### src/rtl/button_step_pulser.sv
// Push-button front end: 2-FF synchronizer, debounce FSM, optional hold-to-repeat,
// and a wrapping count of the single-cycle step pulses issued.
module button_step_pulser #(
    parameter int unsigned DEBOUNCE_CYCLES = 16,
    parameter int unsigned REPEAT_EN       = 0,
    parameter int unsigned HOLD_CYCLES     = 64,
    parameter int unsigned REPEAT_CYCLES   = 16,
    parameter int unsigned COUNT_W         = 8
) (
    input  logic               clk,
    input  logic               reset,
    input  logic               btn_in,
    output logic               step,
    output logic               pressed,
    output logic [COUNT_W-1:0] press_count
);

    localparam int unsigned MaxAB  = (DEBOUNCE_CYCLES > HOLD_CYCLES) ? DEBOUNCE_CYCLES
                                                                     : HOLD_CYCLES;
    localparam int unsigned MaxAll = (MaxAB > REPEAT_CYCLES) ? MaxAB : REPEAT_CYCLES;
    localparam int unsigned CNT_W  = (MaxAll > 1) ? $clog2(MaxAll) : 1;

    localparam logic [CNT_W-1:0] DebLast  = CNT_W'(DEBOUNCE_CYCLES - 1);
    localparam logic [CNT_W-1:0] HoldLast = CNT_W'(HOLD_CYCLES - 1);
    localparam logic [CNT_W-1:0] RepLast  = CNT_W'(REPEAT_CYCLES - 1);

    typedef enum logic [1:0] {
        StIdle,
        StDebPress,
        StHeld,
        StDebRelease
    } state_t;

    logic               r_sync1;
    logic               r_sync2;
    state_t             r_state;
    logic [CNT_W-1:0]   r_cnt;
    logic [CNT_W-1:0]   r_timer;
    logic               r_rep_phase;
    logic               r_step;
    logic               r_pressed;
    logic [COUNT_W-1:0] r_press_count;

    state_t             w_state_nxt;
    logic [CNT_W-1:0]   w_cnt_nxt;
    logic [CNT_W-1:0]   w_timer_nxt;
    logic               w_rep_phase_nxt;
    logic               w_step_nxt;
    logic               w_pressed_nxt;
    logic [CNT_W-1:0]   w_timer_last;

    always_ff @(posedge clk or negedge reset) begin
        if (!reset) begin
            r_sync1       <= 1'b0;
            r_sync2       <= 1'b0;
            r_state       <= StIdle;
            r_cnt         <= '0;
            r_timer       <= '0;
            r_rep_phase   <= 1'b0;
            r_step        <= 1'b0;
            r_pressed     <= 1'b0;
            r_press_count <= '0;
        end else begin
            r_sync1       <= btn_in;
            r_sync2       <= r_sync1;
            r_state       <= w_state_nxt;
            r_cnt         <= w_cnt_nxt;
            r_timer       <= w_timer_nxt;
            r_rep_phase   <= w_rep_phase_nxt;
            r_step        <= w_step_nxt;
            r_pressed     <= w_pressed_nxt;
            if (w_step_nxt) begin
                r_press_count <= r_press_count + COUNT_W'(1);
            end
        end
    end

    // First repeat waits HOLD_CYCLES, later ones REPEAT_CYCLES.
    assign w_timer_last = r_rep_phase ? RepLast : HoldLast;

    always_comb begin
        w_state_nxt     = r_state;
        w_cnt_nxt       = r_cnt;
        w_timer_nxt     = r_timer;
        w_rep_phase_nxt = r_rep_phase;
        w_step_nxt      = 1'b0;
        unique case (r_state)
            StIdle: begin
                if (r_sync2) begin
                    w_state_nxt = StDebPress;
                    w_cnt_nxt   = '0;
                end
            end
            StDebPress: begin
                if (!r_sync2) begin
                    w_state_nxt = StIdle;
                    w_cnt_nxt   = '0;
                end else if (r_cnt == DebLast) begin
                    w_state_nxt     = StHeld;
                    w_step_nxt      = 1'b1;
                    w_timer_nxt     = '0;
                    w_rep_phase_nxt = 1'b0;
                end else begin
                    w_cnt_nxt = r_cnt + CNT_W'(1);
                end
            end
            StHeld: begin
                if (!r_sync2) begin
                    w_state_nxt = StDebRelease;
                    w_cnt_nxt   = '0;
                end else if (REPEAT_EN != 0) begin
                    // At the compare point the timer parks until the previous pulse has dropped.
                    if (r_timer == w_timer_last) begin
                        if (!r_step) begin
                            w_step_nxt      = 1'b1;
                            w_timer_nxt     = '0;
                            w_rep_phase_nxt = 1'b1;
                        end
                    end else begin
                        w_timer_nxt = r_timer + CNT_W'(1);
                    end
                end
            end
            StDebRelease: begin
                if (r_sync2) begin
                    w_state_nxt = StHeld;
                end else if (r_cnt == DebLast) begin
                    w_state_nxt = StIdle;
                end else begin
                    w_cnt_nxt = r_cnt + CNT_W'(1);
                end
            end
            default: begin
                w_state_nxt = StIdle;
            end
        endcase
        w_pressed_nxt = (w_state_nxt == StHeld) || (w_state_nxt == StDebRelease);
    end

    assign step        = r_step;
    assign pressed     = r_pressed;
    assign press_count = r_press_count;

endmodule

### config.mk
export PLATFORM = sky130hd
export DESIGN_NAME = button_step_pulser
export DESIGN_NICKNAME = d
export VERILOG_FILES = /design/src/rtl/button_step_pulser.sv
export SDC_FILE = /design/constraint.sdc
export NUM_CORES = 1
export LEC_CHECK = 0
export ABC_AREA = 1
export BUFFER_PORTS_ARGS = -buffer_cell sky130_fd_sc_hd__buf_2
export CORE_MARGIN = 5
export CORE_UTILIZATION = 36
export CTS_CLUSTER_DIAMETER = 40
export DETAILED_ROUTE_END_ITERATION = 8
export GPL_ROUTABILITY_DRIVEN = 0
export MAX_ROUTING_LAYER = met4
export PLACE_DENSITY = 0.63
export SETUP_SLACK_MARGIN = 0.15
export SKIP_LAST_GASP = 1
export SYNTH_ARGS = -nofsm -noshare
export SYNTH_HDL_FRONTEND = slang
export SYNTH_SLANG_ARGS = --single-unit
### constraint.sdc
create_clock -name clk -period 1.58 [get_ports clk]
set_clock_uncertainty 0.15 [all_clocks]
set_input_delay 0.237 -clock clk [delete_from_list [all_inputs] [get_ports clk]]
set_output_delay 0.237 -clock clk [all_outputs]
set_load 0.03 [all_outputs]
==> results of run 1 <==
[synthesized netlist by cell type]
cell type,number,area (µm²)
clkinv_4,1,8.76
a21boi_1,1,7.51
a21oi_1,3,15.0
dfrtp_1,19,475
or2_2,1,6.26
nand3_1,6,30.0
nor2_2,1,6.26
nor3_1,1,5.00
inv_2,4,15.0
ha_1,2,25.0
xor2_1,3,26.3
xnor2_1,2,17.5
nor2_1,11,41.3
nand3_2,1,10.0
nand3_4,2,35.0
nand2_2,2,12.5
o21ai_0,1,5.00
nand2_1,50,188
nor2_8,1,20.0
nand4_1,2,12.5
o21ai_1,4,20.0
o21ai_2,2,17.5
inv_1,15,56.3
[path summary, 6_finish.rpt]
path,end,from
worst max-delay path,press_count[4],press_count[4]
worst min-delay path,r_sync2,r_sync1
worst max register to register,press_count[3],r_cnt[1]
worst min register to register,r_sync2,r_sync1
max in group asynchronous,press_count[0],reset
min in group asynchronous,r_sync1,reset
[layout make-up]
type | count | area [µm²] | area share
Multi-Input combinational cell | 97 | 544 | 0.426
Inverter | 20 | 80.1 | 0.0626
Timing Repair Buffer | 18 | 110 | 0.0861
Sequential cell | 19 | 479 | 0.375
Tap cell | 31 | 38.8 | 0.0303
Clock buffer | 4 | 26.3 | 0.0205
[timing repair]
action                                  CTS  global route
cloned                                    1             0
pin swaps                                 3             8
gates resized for setup                   2             9
hold buffers                              2             0
setup buffers                             3             1
endpoints found under the setup margin   13            16
endpoints found under the hold margin    20             0
[logic make-up after synthesis]
family,count (synthesis),share of synthesized area
buffers and inverters,20,0.0758
XOR/XNOR,5,0.0415
flip-flops,19,0.450
AO/OA/AOI/OAI,11,0.0616
AND/OR/NAND/NOR,78,0.347
adder cells (fa/ha/maj),2,0.0237
[where the power goes]
group	switching (µW)	total (µW)	internal [µW]
clock	140	238	98.0
combinational	42.4	74.5	32.1
sequential	12.1	508	496
total	194	821	626
[stage by stage]
step           area (µm²)  hold WS (ps)  total power (µW)
6_report             1280           215               821
5_1_grt              1280           224               862
4_1_cts              1250           220               824
3_5_place_dp         1160          47.0               568
3_3_place_gp         1160          42.0               567
2_1_floorplan        1060          -209               548
[sequential cells by signal (all words and copies together) (netlist names)]
name,flops
pressed,1
press_count,8
r_sync2,1
r_state,1
r_cnt,6
step,1
r_sync1,1
[metal layers]
layer | track usage | up-vias | part of all wire
met5 | - | - | 0
met4 | 0.0585 | 0 | 0.015
met3 | 0.0175 | 4 | 0.012
met2 | 0.190 | 11 | 0.49
met1 | 0.126 | 406 | 0.48
li1 | - | 463 | -
==> reports/qor.txt, run 1 <==
data required time at the worst endpoint -> 1190 ps
RSZ-0062 raised after global routing -> true
reg-to-reg setup timing slack -> 200 ps
routed len/inst -> 11.0 µm
post-route setup slack -> 161 ps
layout cell share with drive strength beyond 1 -> 0.285
Port-buffer cells -> 12
worst-path fanout max -> 7
post-DR vias/cell -> 4.68
DRT Wirelength -> 2090 µm
Core Region -> 2780 µm²
Layout area overhead -> 21.1%
I/O Pins -> 13
maximum clock insertion buffer count -> 2
cell family with most CP delay -> flip-flops
LEAKAGE -> 0.000638 µW
fmax -> 0.705 GHz
Hold Path Class -> flip-flop to flip-flop
non-filler cells, final -> 189
CTS H-tree depth -> 1
First DRT Iteration DRCs -> 29
CP Launch Type -> flip-flop
crit end category -> primary output
WP data arrival -> 1030 ps
largest net degree at the start of global routing -> 20
worst reg2reg path depth -> 7
GRT Total Usage -> 0.112
MaxCap Viol Count -> 0
CTS tree -> yes
post-DP HPWL -> 1530 µm
Pre-Repair DR Iteration Count -> 4
dpl ws -> 62.6 ps
row count -> 19
fillers -> 262
relative slew slack -> 0.726
Max VDD drop -> 0.390 mV
final setup fails -> 0
initial antenna violation count -> 0
CP Depth -> 1
Seq/Total Area, Yosys -> 0.450
final core utilization -> 0.460
# DRC -> 0
Net Count, Synth -> 140
leading cell type in the layout, fill and taps excluded -> nand2_1
Cell variety after synth -> 23
worst path cell trace -> buf_2
TNS Setup -> 0 ps
via count -> 884
Inst Count DP -> 178
CTS Buf Count -> 3
CTS sink cnt -> 19
number of global-route vias before repair -> 863
die width -> 64.2 µm
outcome -> finished, final reports clean
number of synthesis warnings -> 0
Hold Fails Final Rpt -> 0
ANT cells -> 0
Buf/Inv on CP -> 1
Synth Area per Inst -> 7.82 µm²
mapped cell area -> 1060 µm²
actual slew at the worst max-slew pin -> 412 ps
Routed Antenna Nets -> 0
Crit Path Class -> flip-flop to primary output
power per cell area -> 642 nW/µm²
clk_lat worst skew -> 290 ps
die area -> 4120 µm²
min Tclk post-route -> 1420 ps
global route total overflow -> 0
Worst-path clk slew -> 100 ps
# nets final -> 164
flops & latches, synth -> 19
clock root buffer -> clkbuf_4
Hold Path Depth -> 0
most frequent cells in the layout -> nand2_1, dfrtp_1, inv_1, buf_2, nor2_1
cell count after synthesis -> 135
CP peak stage delay -> 490 ps
Slew Viols, Final -> 0
Starting Density -> 0.380
first-pass GRT wire length -> 3660 µm
slowest CP cell -> dfrtp_1
DIE HEIGHT -> 64.2 µm
Period Utilization, post-route -> 0.898
Note: power is estimated with default switching activity, not from simulation.
==> run 2: changes to the inputs <==
--- a/config.mk
+++ b/config.mk
@@ -7,6 +7,7 @@
 export LEC_CHECK = 0
 export ABC_AREA = 1
 export BUFFER_PORTS_ARGS = -buffer_cell sky130_fd_sc_hd__buf_2
+export CAP_MARGIN = 15
 export CORE_MARGIN = 5
 export CORE_UTILIZATION = 36
 export CTS_CLUSTER_DIAMETER = 40
==> constraint.sdc (replaced) <==
create_clock -name clk -period 1.67 [get_ports clk]
set_clock_uncertainty 0.15 [all_clocks]
set_input_delay 0.2505 -clock clk [delete_from_list [all_inputs] [get_ports clk]]
set_output_delay 0.2505 -clock clk [all_outputs]
set_load 0.03 [all_outputs]
==> reports/qor.txt, run 2 (same netlist as run 1, synthesis figures left out) <==
outcome -> finished, final reports clean
DIE HEIGHT -> 64.2 µm
initial antenna violation count -> 0
actual slew at the worst max-slew pin -> 405 ps
Final Total Pwr -> 764 µW
clk_lat worst skew -> 280 ps
maximum clock insertion buffer count -> 2
cell family with most CP delay -> flip-flops
CTS Buf Count -> 3
post-DP HPWL -> 1530 µm
Buf/Inv on CP -> 0
RSZ-0062 raised after global routing -> false
GRT Total Usage -> 0.108
Crit Path Class -> flip-flop to flip-flop
most frequent cells in the layout -> nand2_1, dfrtp_1, inv_1, buf_2, nor2_1
Largest register FFs -> 8
die area -> 4120 µm²
final setup fails -> 0
TNS Setup -> 0 ps
die width -> 64.2 µm
Core Region -> 2780 µm²
CTS H-tree depth -> 1
CP Launch Type -> flip-flop
Routed Antenna Nets -> 0
slowest CP cell -> dfrtp_1
power per cell area -> 617 nW/µm²
WP data arrival -> 1480 ps
I/O Pins -> 13
hold_ws -> 218 ps
Pre-Repair DR Iteration Count -> 6
clock root buffer -> clkbuf_4
worst path cell trace -> ha_4 > nand2_1 > nor2_1 > nand2_1 > nand2_1 > nand2_1 > a21boi_1
Worst-path clk slew -> 90 ps
largest net degree at the start of global routing -> 20
min Tclk post-route -> 1430 ps
Hold Fails Final Rpt -> 0
First DRT Iteration DRCs -> 18
# nets final -> 162
Critical Path Sink -> r_cnt[0]
Slew Viols, Final -> 0
row count -> 19
Max VDD drop -> 0.563 mV
critical path's most frequent cell -> nand2_1
reg-to-reg setup timing slack -> 240 ps
CP Depth -> 7
first-pass GRT wire length -> 3590 µm
post-DR vias/cell -> 4.82
routed len/inst -> 10.7 µm
fmax -> 0.698 GHz
crit end category -> flip-flop
Layout area overhead -> 17.3%
worst reg2reg path depth -> 7
worst-path fanout max -> 4
MaxCap Viol Count -> 0
CP peak stage delay -> 440 ps
Port-buffer cells -> 12
CTS tree -> yes
global route total overflow -> 0
reg2reg start -> r_cnt[1]
# DRC -> 0
relative slew slack -> 0.727
CTS sink cnt -> 19
Starting Density -> 0.380
Reg2Reg Capture Point -> r_cnt[0]
post-route setup slack -> 238 ps
via count -> 901
LEAKAGE -> 0.000630 µW
Critical path origin -> r_cnt[1]
number of global-route vias before repair -> 861
layout cell share with drive strength beyond 1 -> 0.218
non-filler cells, final -> 187
ANT cells -> 0
Inst Count DP -> 178
leading cell type in the layout, fill and taps excluded -> nand2_1
data required time at the worst endpoint -> 1720 ps
Period Utilization, post-route -> 0.858
Hold Path Class -> flip-flop to flip-flop
dpl ws -> 158 ps
DRT Wirelength -> 2010 µm
## run 2: cell count changes in the layout (fill, tap and decap cells not counted), sizes merged
cell,before,now
buf,16,14
## run 2: final cells by class
type	count	area (µm²)
Clock buffer	4	26.3
Fill cell	273	1540
Inverter	20	80.1
Multi-Input combinational cell	97	523
Sequential cell	19	475
Tap cell	31	38.8
Timing Repair Buffer	16	95.1
## run 2: power breakdown
| part | leakage, µW | switching, µW | internal [µW] |
|---|---|---|---|
| Sequential | 0.000257 | 12.5 | 469 |
| Clock | 0.0000150 | 125 | 92.6 |
| Combinational | 0.000358 | 36.1 | 28.5 |
## run 2: layer usage
metal / part of all wire / GRT usage / vias to the layer above
li1: - / - / 466
met1: 0.48 / 0.130 / 421
met2: 0.49 / 0.178 / 12
met3: 0.019 / 0.0193 / 2
met4: 0.0085 / 0.0458 / 0
met5: 0 / - / -
## run 2: repair_timing
action,4_1_cts,5_1_grt
buffers inserted,0,2
gates resized for setup,0,2
hold buffers,2,0
endpoints found under the hold margin,20,0
endpoints found under the setup margin,0,15
## run 2: stage by stage
step	utilization	cell area (µm²)
after floorplan	-	1060
after global placement	0.415	1150
after detailed placement	0.415	1150
after CTS	0.432	1200
after global routing	0.445	1240
final	0.445	1240
## run 2: worst min-delay path by stage
stage | from | end | slack (ps) | cells past startpoint
2_1_floorplan | reset | press_count[0] | -200 | 0
3_3_place_gp | reset | r_sync2 | 60 | 1
3_5_place_dp | reset | r_sync1 | 60 | 1
4_1_cts | r_sync1 | r_sync2 | 220 | 0
5_1_grt | r_sync1 | r_sync2 | 230 | 0
6_report | r_sync1 | r_sync2 | 220 | 0
==> run 3: changes to the inputs <==
--- a/config.mk
+++ b/config.mk
@@ -5,7 +5,6 @@
 export SDC_FILE = /design/constraint.sdc
 export NUM_CORES = 1
 export LEC_CHECK = 0
-export ABC_AREA = 1
 export BUFFER_PORTS_ARGS = -buffer_cell sky130_fd_sc_hd__buf_2
 export CAP_MARGIN = 15
 export CORE_MARGIN = 5
==> reports/qor.txt, run 3 <==
Synth Area per Inst -> 9.89 µm²
Reg2Reg Capture Point -> press_count[1]
power per cell area -> 544 nW/µm²
CP Launch Type -> flip-flop
mapped cell area -> 1040 µm²
MaxCap Viol Count -> 0
Routed Antenna Nets -> 0
dominant cell type by area after synthesis -> dfrtp_1
data required time at the worst endpoint -> 1710 ps
number of global-route vias before repair -> 927
worst reg2reg path depth -> 4
layout cell share with drive strength beyond 1 -> 0.409
Port-buffer cells -> 12
fmax -> 0.604 GHz
die width -> 63.7 µm
Worst-path clk slew -> 110 ps
Cell variety after synth -> 36
# DRC -> 0
count leader, synth -> dfrtp_1
clk_lat worst skew -> 300 ps
reg-to-reg setup timing slack -> 20 ps
first-pass GRT wire length -> 4490 µm
initial antenna violation count -> 0
flops & latches, synth -> 19
fraction of registers with async set/reset -> 1.00
min Tclk post-route -> 1650 ps
Post-synth EDFFs -> 0
top_reg_cell synth -> dfrtp_1
CTS Buf Count -> 3
WP data arrival -> 1690 ps
crit end category -> flip-flop
worst-path fanout max -> 5
final setup fails -> 0
CTS tree -> yes
Layout area overhead -> 37.7%
slowest CP cell -> dfrtp_1
Core Region -> 2760 µm²
Pre-Repair DR Iteration Count -> 4
global route total overflow -> 0
Max VDD drop -> 0.391 mV
row count -> 19
DIE HEIGHT -> 63.7 µm
post-DR vias/cell -> 5.67
die area -> 4060 µm²
most frequent cells in the layout -> dfrtp_1, buf_2, buf_4, nand2_1
actual slew at the worst max-slew pin -> 481 ps
switching power -> 189 µW
CTS H-tree depth -> 1
power share of the sequential group -> 0.613
synth top area cells -> dfrtp_1, xnor2_1, a21oi_1
Slew Viols, Final -> 0
relative slew slack -> 0.678
post-placement cell area -> 1210 µm²
Hold Fails Final Rpt -> 0
Starting Density -> 0.377
Post-synth top cells -> dfrtp_1, nand2_1, a21oi_1
Largest register FFs -> 8
Critical Path Sink -> press_count[1]
DRT Wirelength -> 2640 µm
maximum clock insertion buffer count -> 2
Logic pwr share -> 0.086
I/O Pins -> 13
Sw Ratio -> 0.243
fillers -> 256
CP peak stage delay -> 420 ps
number of synthesis warnings -> 0
Hold Path Class -> flip-flop to flip-flop
LEAKAGE -> 0.000635 µW
cell count after synthesis -> 105
largest net degree at the start of global routing -> 20
Clock Power Share -> 0.301
leading cell type in the layout, fill and taps excluded -> dfrtp_1
clock root buffer -> clkbuf_4
outcome -> finished, final reports clean
Seq/Total Area, Yosys -> 0.458
Crit Path Class -> flip-flop to flip-flop
Synth top area share -> 0.458
TNS Setup -> 0 ps
# nets final -> 143
final core utilization -> 0.519
Final Cell Area -> 1430 µm²
ANT cells -> 0
post-DP HPWL -> 1690 µm
reg2reg start -> r_cnt[4]
GRT Total Usage -> 0.142
Period Utilization, post-route -> 0.991
CTS sink cnt -> 19
Net Count, Synth -> 110
Int Power -> 590 µW
First DRT Iteration DRCs -> 47
routed len/inst -> 15.7 µm
RSZ-0062 raised after global routing -> true
via count -> 952
Critical path origin -> r_cnt[4]
worst path cell trace -> or2_4 > nor3_4 > buf_12 > mux2_4
-- run 3: final cells by class --
| class | instances | area (µm²) | share of cell area |
|---|---|---|---|
| timing repair buffer | 32 | 273 | 0.191 |
| tap | 31 | 38.8 | 0.0271 |
| multi-input combinational | 78 | 596 | 0.416 |
| sequential | 19 | 482 | 0.337 |
| inverter | 4 | 15.0 | 0.0105 |
| clock buffer | 4 | 26.3 | 0.0184 |
-- run 3: stage by stage --
step | power, µW | hold WS [ps] | setup slack [ps] | std cells
3_3_place_gp | 546 | 60.4 | 20.1 | 152
4_1_cts | 783 | 223 | 69.2 | 166
6_report | 779 | 218 | 15.2 | 168
5_1_grt | 827 | 239 | -55.5 | 168
2_1_floorplan | 518 | -195 | 70.0 | 105
3_5_place_dp | 547 | 63.5 | -2.47 | 152
-- run 3: power groups by stage --
stage / Clock, µW / Sequential, µW / Combinational (µW)
finish: 234 / 477 / 67.3
global route: 271 / 479 / 77.3
CTS: 239 / 477 / 66.4
detailed placement: 0 / 486 / 61.1
global placement: 0 / 485 / 60.1
floorplan: 0 / 485 / 33.2
-- run 3: how the worst min path moves through the flow --
stage                        from        endpoint  slack, ps  cells after the start
after floorplan             reset  press_count[0]       -200                      0
after global placement      reset  press_count[7]         60                      1
after detailed placement    reset  press_count[2]         60                      1
after CTS                 r_sync1         r_sync2        220                      0
after global routing      r_sync1         r_sync2        240                      0
final                     r_sync1         r_sync2        220                      0
-- run 3: critical path: cells and delay by family, from the launching register on --
kind	cells	cell delay, ps
AND/OR/NAND/NOR	2	540
flip-flops	1	420
buffers and inverters	1	150
multiplexers	1	280
-- run 3: layer usage --
layer,global-route usage,vias up,wire length (µm)
met5,-,-,0
met4,0.0234,0,15
met3,0.0337,2,112
met2,0.239,28,1410
met1,0.177,475,1100
li1,-,447,-
-- run 3: logic make-up after synthesis --
kind of cell / share of synthesized area
simple gates: 0.202
fa+ha+maj: 0.0241
compound gates: 0.192
mux: 0.0217
buf+inv: 0.0349
xor+xnor: 0.0675
flops: 0.458
-- run 3: timing repair --
item	4_1_cts	5_1_grt
setup endpoints to repair	13	16
hold endpoints to repair	20	0
pin swaps	7	8
buffers inserted	7	2
hold buffers	2	0
cloned	1	0
gates resized for setup	15	9
